$ cat config.mk
export PLATFORM = sky130hd
export DESIGN_NAME = counter_tick_datapath
export DESIGN_NICKNAME = d
export VERILOG_FILES = /design/src/rtl/counter_tick_datapath.sv
export SDC_FILE = /design/constraint.sdc
export NUM_CORES = 1
export LEC_CHECK = 0
export ABC_AREA = 1
export BUFFER_PORTS_ARGS = -buffer_cell sky130_fd_sc_hd__buf_2
export CORE_MARGIN = 4
export CORE_UTILIZATION = 63
export CTS_BUF_LIST = sky130_fd_sc_hd__clkbuf_4 sky130_fd_sc_hd__clkbuf_8
export DETAILED_ROUTE_END_ITERATION = 10
export GPL_ROUTABILITY_DRIVEN = 0
export HOLD_SLACK_MARGIN = 0.02
export PLACE_DENSITY = 0.79
export SLEW_MARGIN = 20
export SYNTH_ARGS = -nofsm -noshare
export SYNTH_HDL_FRONTEND = slang
export SYNTH_SLANG_ARGS = --single-unit
$ cat constraint.sdc
create_clock -name clk -period 1.6 [get_ports clk]
set_input_delay 0.32 -clock clk [delete_from_list [all_inputs] [get_ports clk]]
set_output_delay 0.32 -clock clk [all_outputs]
set_load 0.02 [all_outputs]
$ cat src/rtl/counter_tick_datapath.sv
// Purpose: prescaled up/down modulo counter driven by run/clear/mode levels from the controller.
// Latency: all outputs registered; first count update on the DIV-th enabled edge after the prescaler is at 0.
// Backpressure: none; pause (i_enable=0) holds count and prescaler phase, clear forces both to 0.
module counter_tick_datapath #(
    parameter int CLK_FREQ  = 100_000_000,
    parameter int TICK_HZ   = 10,
    parameter int MAX_COUNT = 10000,
    localparam int DIV      = CLK_FREQ / TICK_HZ,
    localparam int CW       = (MAX_COUNT > 1) ? $clog2(MAX_COUNT) : 1
) (
    input  logic          clk,
    input  logic          rst,
    input  logic          i_enable,
    input  logic          i_clear,
    input  logic          i_mode,
    output logic [CW-1:0] o_count,
    output logic          o_tick,
    output logic          o_wrap
);

    // Prescaler needs at least one bit even when every enabled edge is an update edge.
    localparam int PW = (DIV > 1) ? $clog2(DIV) : 1;

    localparam logic [PW-1:0] P_LAST   = PW'(DIV - 1);
    localparam logic [CW-1:0] CNT_LAST = CW'(MAX_COUNT - 1);
    localparam logic [CW-1:0] CNT_ZERO = '0;

    // A tick rate faster than the clock or an empty count range cannot be built.
    if (DIV < 1) begin : g_bad_div
        $error("counter_tick_datapath: CLK_FREQ/TICK_HZ must be >= 1");
    end
    if (MAX_COUNT < 1) begin : g_bad_max
        $error("counter_tick_datapath: MAX_COUNT must be >= 1");
    end

    logic [PW-1:0] p_q, p_d;
    logic [CW-1:0] count_q, count_d;
    logic          tick_q, tick_d;
    logic          wrap_q, wrap_d;

    // Next state: clear beats run beats hold; pulses default low every cycle.
    always_comb begin
        p_d     = p_q;
        count_d = count_q;
        tick_d  = 1'b0;
        wrap_d  = 1'b0;
        if (i_clear) begin
            p_d     = '0;
            count_d = '0;
        end else if (i_enable) begin
            if (p_q == P_LAST) begin
                // Update edge: mode is only looked at here, so mid-period changes wait for it.
                p_d    = '0;
                tick_d = 1'b1;
                if (i_mode) begin
                    if (count_q == CNT_ZERO) begin
                        count_d = CNT_LAST;
                        wrap_d  = 1'b1;
                    end else begin
                        count_d = count_q - 1'b1;
                    end
                end else begin
                    if (count_q == CNT_LAST) begin
                        count_d = '0;
                        wrap_d  = 1'b1;
                    end else begin
                        count_d = count_q + 1'b1;
                    end
                end
            end else begin
                p_d = p_q + 1'b1;
            end
        end
    end

    // State registers with synchronous active-low reset; a pending tick does not survive reset.
    always_ff @(posedge clk) begin
        if (!rst) begin
            p_q     <= '0;
            count_q <= '0;
            tick_q  <= 1'b0;
            wrap_q  <= 1'b0;
        end else begin
            p_q     <= p_d;
            count_q <= count_d;
            tick_q  <= tick_d;
            wrap_q  <= wrap_d;
        end
    end

    assign o_count = count_q;
    assign o_tick  = tick_q;
    assign o_wrap  = wrap_q;

endmodule

==> impl_metrics.csv, run 1 <==
group,metric,value,unit
yosys,syn-num-nets,484,
layout,area_growth,20.15,%
global_routing,overflow,0,
worst_setup_path,cpMaxStageDelayCell,"dfxtp_4",
pwr,max-vdd-ir-drop,560.7,uV
timing,fmax,631.4,MHz
global_routing,grt_pass1_vias,2789,
yosys,syn_inst,476,
drt,wl_per_cell,13.83,um
timing,relSlewSlack,73.94,%
worst_hold_path,min-delay-path-class,"input port to flop",
worst_setup_path,r2r_start,"p_q[1]",
worst_hold_path,hold_path_end,"p_q[1]",
layout,layout_commonest_cell,"nand2_1",
worst_setup_path,reg2reg_to,"o_count[2]",
floorplanning,coreArea,4354,um^2
timing,finalCritPeriodShare,98.98,%
timing,drv_slew,0,
drt,vias_per_cell,5.608,
clocking,clock_latency,290,ps
yosys,synth_xor_area_share,3.093,%
timing,finalHoldViolCount,0,
yosys,synth_top_family_by_area,"simple AND/OR/NAND/NOR gates",
timing,tightest_slew,387.9,ps
yosys,ys_ff_latch,40,
worst_setup_path,r2r_slack,20,ps
layout,diodes,0,
clocking,cts_tree,"yes",
floorplanning,pin_count,21,
drt,via_count,3230,
pwr,seqPwrFrac,55.1,%
floorplanning,row_count,24,
yosys,async_flop_share,0,%
clocking,clock_path_buffers,2,
worst_setup_path,cp_max_fo,8,
pwr,p_per_area,530.4,nW/um^2
global_routing,antenna_found_initial,0,
worst_setup_path,end_kind,"flop",
floorplanning,dieArea,5631,um^2
worst_hold_path,holdPathStages,3,
timing,rsz0062_at_grt,"yes",
yosys,synth_flop_cell,"dfxtp_1",
status,status,"finished, final reports clean",
worst_setup_path,path_class,"flop to flop",
worst_setup_path,path_delay_family,"simple AND/OR/NAND/NOR gates",
global_routing,track_usage,28.15,%
pwr,power_frac_comb,5.9,%
drt,drt_pass1_iterations,6,
worst_setup_path,cpMostUsedCell,"nor2_4",
yosys,ys_seq_area_share,28.28,%
layout,drive_above_1_share,23.09,%
timing,finalSetupViolations,0,
pwr,p_leak,0.001554,uW
pwr,intPower,1397,uW
placement,post-dp-hpwl,5.806,mm
timing,min_period,1584,ps
yosys,synth-simple-area-share,50.51,%
yosys,synth_compound_area_share,6.982,%
global_routing,grt_pass1_wl,12.36,mm
pwr,switching_share,22.56,%
floorplanning,initial_utilization,65.03,%
clocking,path_clk_slew,70,ps
worst_setup_path,critPathArrivalTime,1790,ps
clocking,clockRootBuffer,"clkbuf_8",
worst_setup_path,critical_path_buf_inv_count,1,
placement,pre_cts_slack,-28.10,ps
floorplanning,die-width,75.04,um
floorplanning,die_h,75.04,um
drt,routed_wl,7.966,mm
global_routing,grt_max_degree,13,
run,maxCapViolCount,0,
worst_setup_path,rr_worst_depth,9,
timing,worst_slack,16.25,ps
yosys,synth_edf_count,0,
layout,layout_common_cells,"129 x nand2_1, 74 x nor2_1, 50 x inv_1, 41 x nand3_1, 31 x buf_4",
timing,fin_skew,9.694,ps
clocking,htree_levels,2,
pwr,switching_power,407.2,uW
layout,nets,531,
clocking,cts_buffers,5,
drt,ant_nets,0,
worst_hold_path,hold_path_startpoint,"i_enable",
pwr,clkPwrFrac,39.0,%
worst_setup_path,start_kind,"flop",
worst_setup_path,worstPathRequired,1800,ps
yosys,synthTopCellsByArea,"dfxtp_1 28%, nand2_1 18%, nor2_1 10%",
yosys,synth.distinct_cells,29,
pwr,power,1804,uW
yosys,yosys.area_share.adder,1.326,%
yosys,synthMuxAreaShare,0,%
clocking,hold_buffers,0,
clocking,clock_sinks,40,
worst_setup_path,max_stage_delay,370,ps
yosys,postSynthAreaPerCell,5.948,um^2
drt,drt_iter0_drc,337,
yosys,ys_warn_count,0,
yosys,syn_area,2831,um^2
worst_setup_path,path_cells,"ha_4 > nand3_4 > nor2_4 > nand3_2 > nor2_4 > inv_4 > nor2_8 > nand2_1 > o21ai_1",
drt,drc,0,
placement,port_buffers,20,
timing,setup_tns,0,ps
yosys,synth.largest_area_cell,"dfxtp_1",
yosys,synth_top_area_share,28.28,%
==> layout make-up <==
cell class | instances | area (um^2)
clock inverters | 1 | 7.507
flip-flops and latches | 40 | 823.3
fillers | 352 | 952.2
well taps | 52 | 65.06
multi-input cells | 368 | 1859
repair buffers | 52 | 344.1
clock buffers | 7 | 90.09
inverters | 56 | 212.7
==> synth_stat cells (2+ instances only) <==
library cell	number
nand4_1	20
nor2_4	5
xor2_1	7
dfxtp_1	40
buf_2	6
nor3b_1	2
o21ai_1	5
nand2_1	134
clkbuf_1	5
nor3_1	10
ha_1	3
inv_1	52
o31ai_1	2
xnor2_1	3
nand2_2	4
nor2_1	78
nor2_2	11
a21oi_1	16
nor3_2	2
o21ai_0	14
nand3_1	46
inv_2	4
==> sequential cells by signal, summed over array words and instances, names as in the netlist <==
name     flops
p_q         24
o_wrap       1
o_count     14
o_tick       1
==> logic make-up after synthesis <==
family                   count (synthesis)
AO/OA/AOI/OAI                           38
XOR/XNOR                                10
adder cells (fa/ha/maj)                  3
buffers and inverters                   69
flip-flops                              40
AND/OR/NAND/NOR                        316
==> repair_timing <==
item	4_1_cts	5_1_grt
gates resized for setup	1	42
pin swaps	1	12
setup endpoints to repair	5	32
buffers inserted	3	2
gates cloned	0	1
==> worst register-to-register path, cell delays in order, from the launching register on <==
cell     delay [ps]
dfxtp_4         370
ha_4            150
nand3_4          80
nor2_4          170
nand3_2         100
nor2_4          210
inv_4            80
nor2_8          180
nand2_1          90
o21ai_1         100
==> metal layers <==
| layer | routed length [um] | GRT usage, % | up-vias |
|---|---|---|---|
| met4 | 142 | 9.486 | 0 |
| met1 | 3349 | 34.26 | 1457 |
| met2 | 4007 | 50.00 | 136 |
| li1 | - | - | 1616 |
| met3 | 466 | 4.673 | 21 |
| met5 | 0 | 0 | - |
==> worst max path at each step <==
stage | slack [ps] | from | cells past startpoint | end
5_1_grt | -110 | p_q[1] | 9 | o_count[2]
3_3_place_gp | 20 | p_q[0] | 8 | p_q[5]
3_5_place_dp | -30 | p_q[0] | 8 | p_q[7]
2_1_floorplan | 30 | o_count[0] | 10 | o_count[10]
4_1_cts | 4 | o_count[0] | 11 | o_count[3]
6_report | 20 | p_q[1] | 9 | o_count[2]
==> power groups by stage <==
| stage | Clock, uW | Sequential, uW | Combinational, uW |
|---|---|---|---|
| 5_1_grt | 771 | 994 | 115 |
| 6_report | 704 | 994 | 106 |
| 3_3_place_gp | 0 | 1020 | 88.5 |
| 2_1_floorplan | 0 | 1020 | 57.0 |
| 3_5_place_dp | 0 | 1020 | 89.1 |
| 4_1_cts | 719 | 998 | 94.7 |
==> metrics by stage <==
stage                     utilization [%]  cells  hold slack (ps)  instance area [um^2]
after detailed placement            71.93    562            489.3                  3132
final                               78.13    576            367.4                  3402
after CTS                           74.71    573            365.3                  3253
after floorplan                         -    476            459.8                  2831
after global placement              71.93    562            477.8                  3132
after global routing                78.13    576            375.8                  3402
No activity file was read; power rests on OpenSTA's default activity.
==> run 2: changes to the inputs <==
Settings changed: ABC_AREA 1 to not set, CORE_ASPECT_RATIO set to 2, CORE_UTILIZATION 63 to 62, PLACE_DENSITY 0.79 to 0.78.
==> run 2 against run 1 <==
The run now fails in clock tree synthesis (4_1_cts). Synthesized cell count is 38% lower. Synthesized area shrank 15%.
==> impl_metrics.csv, run 2 <==
group,metric,value,unit
floorplanning,die_h,96.08,um
yosys,synth_top_area_share,33.30,%
yosys,yosysMostFrequentCell,"dfxtp_1",
yosys,ys_warn_count,0,
placement,post-dp-hpwl,6.495,mm
yosys,ys_seq_area_share,33.30,%
status,status,"stopped before the end",
yosys,syn_area,2405,um^2
clocking,hold_buffers,0,
status,firstError,"[ERROR DPL-0038] Utilization greater than 100%, impossible to legalize",
clocking,htree_levels,2,
clocking,cts_resized,63,
yosys,postSynthAreaPerCell,8.097,um^2
yosys,syn-num-nets,305,
floorplanning,row_count,31,
yosys,syn_inst,297,
clocking,clock_path_buffers,2,
status,lastStage,"clock tree synthesis (4_1_cts)",
yosys,async_flop_share,0,%
clocking,clockRootBuffer,"clkbuf_8",
yosys,synth_edf_count,0,
clocking,post-cts-setup-buffer-count,16,
yosys,ys_ff_latch,40,
clocking,cts_buffers,5,
yosys,synthTopCellsByArea,"dfxtp_1 33%, xor2_1 7.6%, nor2_1 5.6%",
yosys,synth_flop_cell,"dfxtp_1",
yosys,synth.largest_area_cell,"dfxtp_1",
floorplanning,die-width,52.04,um
clocking,clock_sinks,40,
yosys,synthTopCellsByCount,"40 x dfxtp_1, 36 x nor2_1, 23 x nand2_1",
placement,port_buffers,20,
floorplanning,pin_count,21,
floorplanning,initial_utilization,65.26,%
yosys,synth.distinct_cells,54,
-- run 2: cell types whose count changed after synthesis, sizes merged, moves of 4 or more --
cell	before	now
and3	0	9
nor4	0	12
or3	0	8
inv	56	4
clkbuf	5	14
nand2	138	23
nor2	95	36
a31oi	0	4
nand3	47	11
nand4	20	14
xor2	7	21
-- run 2: cell families after synthesis --
family	synth area share [%]
buffers and inverters	4.682
DFF	33.30
AOI/OAI and AO/OA	14.88
xor gates and xnor gates	9.469
and+or+nand+nor	34.86
adders and majority gates	1.561
muxes	1.249
-- run 2: stage by stage --
| step | instance area (um^2) | instances | setup WS (ps) | util [%] | TNS, ps |
|---|---|---|---|---|---|
| floorplan | 2535 | 297 | -337.7 | - | -3651 |
| global placement | 3264 | 438 | -246.6 | 88.59 | -6384 |
| detailed placement | 3264 | 438 | -363.0 | 88.59 | -8726 |
==> run 3: changes to the inputs <==
Settings changed: CORE_ASPECT_RATIO 2 to not set, CORE_UTILIZATION 62 to 40, CTS_BUF_LIST sky130_fd_sc_hd__clkbuf_4 sky130_fd_sc_hd__clkbuf_8 to not set, HOLD_SLACK_MARGIN 0.02 to not set, PLACE_DENSITY 0.78 to not set, PLACE_DENSITY_LB_ADDON set to 0.15.
==> run 3 against run 2 <==
The flow now finishes, with violations (setup timing). Synthesized cell count stayed put. Synthesized area stayed put.
==> impl_metrics.csv, run 3 <==
group,metric,value,unit
clocking,cts_tree,"yes",
yosys,synthTopCellsByCount,"40 x dfxtp_1, 36 x nor2_1, 23 x nand2_1",
yosys,postSynthAreaPerCell,8.097,um^2
yosys,ys_seq_area_share,33.30,%
pwr,p_leak,0.001549,uW
layout,layout_commonest_cell,"buf_4",
timing,finalHoldViolCount,0,
yosys,async_flop_share,0,%
pwr,power,2018,uW
drt,drt_iter0_drc,193,
timing,relSlewSlack,72.26,%
layout,stdcell_count,483,
yosys,synth_flop_cell,"dfxtp_1",
worst_hold_path,hold_path_end,"p_q[0]",
timing,finalSetupViolations,15,
yosys,synth-simple-area-share,34.86,%
clocking,hold_buffers,0,
clocking,path_clk_slew,90,ps
layout,regMostFlops,"p_q",
floorplanning,initial_utilization,42.37,%
timing,setup_tns,-3248,ps
worst_setup_path,start_kind,"flop",
global_routing,grt_pass1_wl,11.90,mm
pwr,p_per_area,541.5,nW/um^2
global_routing,antenna_found_initial,0,
yosys,synth.largest_area_cell,"dfxtp_1",
timing,worst_slack,-329.6,ps
worst_hold_path,hold_path_startpoint,"i_enable",
layout,layout_common_cells,"97 x buf_4, 32 x nor2_1, 25 x dfxtp_1, 21 x nand2_1, 21 x xor2_1",
layout,largest_reg_flops,24,
placement,port_buffers,20,
yosys,synth.distinct_cells,54,
timing,rsz0062_at_grt,"yes",
layout,area_growth,54.99,%
drt,drc,0,
timing,finalCritPeriodShare,120.6,%
worst_setup_path,rr_worst_depth,6,
worst_hold_path,holdPathStages,4,
global_routing,track_usage,20.18,%
run,maxCapViolCount,0,
worst_setup_path,r2r_start,"o_count[5]",
clocking,cts_buffers,5,
clocking,clock_sinks,40,
floorplanning,row_count,27,
yosys,ys_ff_latch,40,
clocking,clock_latency,290,ps
floorplanning,coreArea,5675,um^2
floorplanning,die-width,85.54,um
yosys,synth_xor_area_share,9.469,%
layout,drive_above_1_share,47.20,%
layout,num-fill-cells,459,
yosys,synth_compound_area_share,14.88,%
timing,fin_skew,12.57,ps
yosys,synthMuxAreaShare,1.249,%
worst_setup_path,end_kind,"flop",
drt,routed_wl,7.296,mm
clocking,htree_levels,2,
global_routing,grt_pass1_vias,2571,
floorplanning,pin_count,21,
floorplanning,die_h,85.54,um
yosys,ys_warn_count,0,
worst_setup_path,path_class,"flop to flop",
drt,ant_nets,0,
worst_setup_path,worstPathRequired,1820,ps
worst_setup_path,cp_max_fo,6,
worst_setup_path,r2r_slack,-330,ps
clocking,clock_path_buffers,2,
placement,post-dp-hpwl,5.040,mm
layout,nets,418,
status,status,"complete, but fails checks",
yosys,syn-num-nets,305,
drt,drt_pass1_iterations,4,
floorplanning,dieArea,7316,um^2
timing,tightest_slew,416.1,ps
timing,min_period,1930,ps
clocking,clockRootBuffer,"clkbuf_8",
yosys,synthTopCellsByArea,"dfxtp_1 33%, xor2_1 7.6%, nor2_1 5.6%",
layout,diodes,0,
status,failed_checks,"setup timing",
global_routing,grt_max_degree,24,
yosys,synth_edf_count,0,
yosys,synth_top_area_share,33.30,%
placement,placedCellCount,460,
drt,wl_per_cell,15.11,um
yosys,synth_top_family_by_area,"simple AND/OR/NAND/NOR gates",
yosys,syn_inst,297,
timing,drv_slew,0,
yosys,syn_area,2405,um^2
drt,via_count,2698,
worst_setup_path,reg2reg_to,"o_count[8]",
pwr,max-vdd-ir-drop,370.0,uV
yosys,yosys.area_share.adder,1.561,%
worst_hold_path,min-delay-path-class,"input port to flop",
drt,vias_per_cell,5.586,
worst_setup_path,critPathArrivalTime,2150,ps
timing,fmax,518.2,MHz
global_routing,overflow,0,
yosys,yosysMostFrequentCell,"dfxtp_1",
[run 3: cell counts after synthesis]
Identical to the previous run, type by type.
[run 3: layer usage]
metal  up-vias  part of all wire [%]  global-route usage, %
met1      1282                    43                  24.38
met2        82                    50                  34.89
met5         -                     0                      0
met3        18                   5.0                  4.035
met4         0                   2.4                  8.201
li1       1316                     -                      -
[run 3: where the power goes]
part,internal [uW],switching [uW]
registers,993,1.67
logic,61.7,71.5
clock network,511,380
[run 3: stage by stage]
stage | instance area, um^2 | hold WS [ps] | setup WS, ps | utilization, %
final | 3727 | 437.0 | -329.6 | 65.67
after global placement | 3286 | 487.0 | -251.0 | 57.89
after detailed placement | 3286 | 498.2 | -297.4 | 57.89
after global routing | 3727 | 461.9 | -425.8 | 65.67
after CTS | 3513 | 433.6 | -299.3 | 61.90
after floorplan | 2535 | 470.2 | -337.7 | -
[run 3: kinds of logic after synthesis]
kind of cell / count (synthesis)
buffers and inverters: 25
AND/OR/NAND/NOR: 146
multiplexers: 3
flip-flops: 40
AO/OA/AOI/OAI: 54
adder cells (fa/ha/maj): 3
XOR/XNOR: 26
[run 3: final cells by class]
cell class / count / area, um^2 / area share [%]
multi-input cells: 233 / 1725 / 46.29
repair buffers: 125 / 944.7 / 25.34
flip-flops and latches: 40 / 824.5 / 22.12
well taps: 72 / 90.09 / 2.417
clock buffers: 6 / 82.58 / 2.216
clock inverters: 2 / 38.79 / 1.041
inverters: 5 / 21.27 / 0.5707
[run 3: timing repair]
action / in CTS / in global routing
gates cloned: 1 / 0
pin swaps: 10 / 14
gates resized for setup: 10 / 39
endpoints found under the setup margin: 39 / 38
setup buffers: 6 / 8
[run 3: how the worst max path moves through the flow]
stage                     startpoint     endpoint  slack (ps)  cells past startpoint
after detailed placement  o_count[5]  o_count[13]        -300                      5
final                     o_count[5]   o_count[8]        -330                      6
after floorplan           o_count[5]  o_count[10]        -340                      7
after global placement    o_count[5]  o_count[13]        -250                      5
after CTS                 o_count[5]   o_count[8]        -300                      6
after global routing      o_count[5]   o_count[8]        -430                      6
[run 3: critical path: stages, from the launching register on]
cell and delay (ps):
dfxtp_4 350, or4_4 600, buf_12 180, or3_4 330
a21oi_2 150, nor4_2 70, nor3_2 190
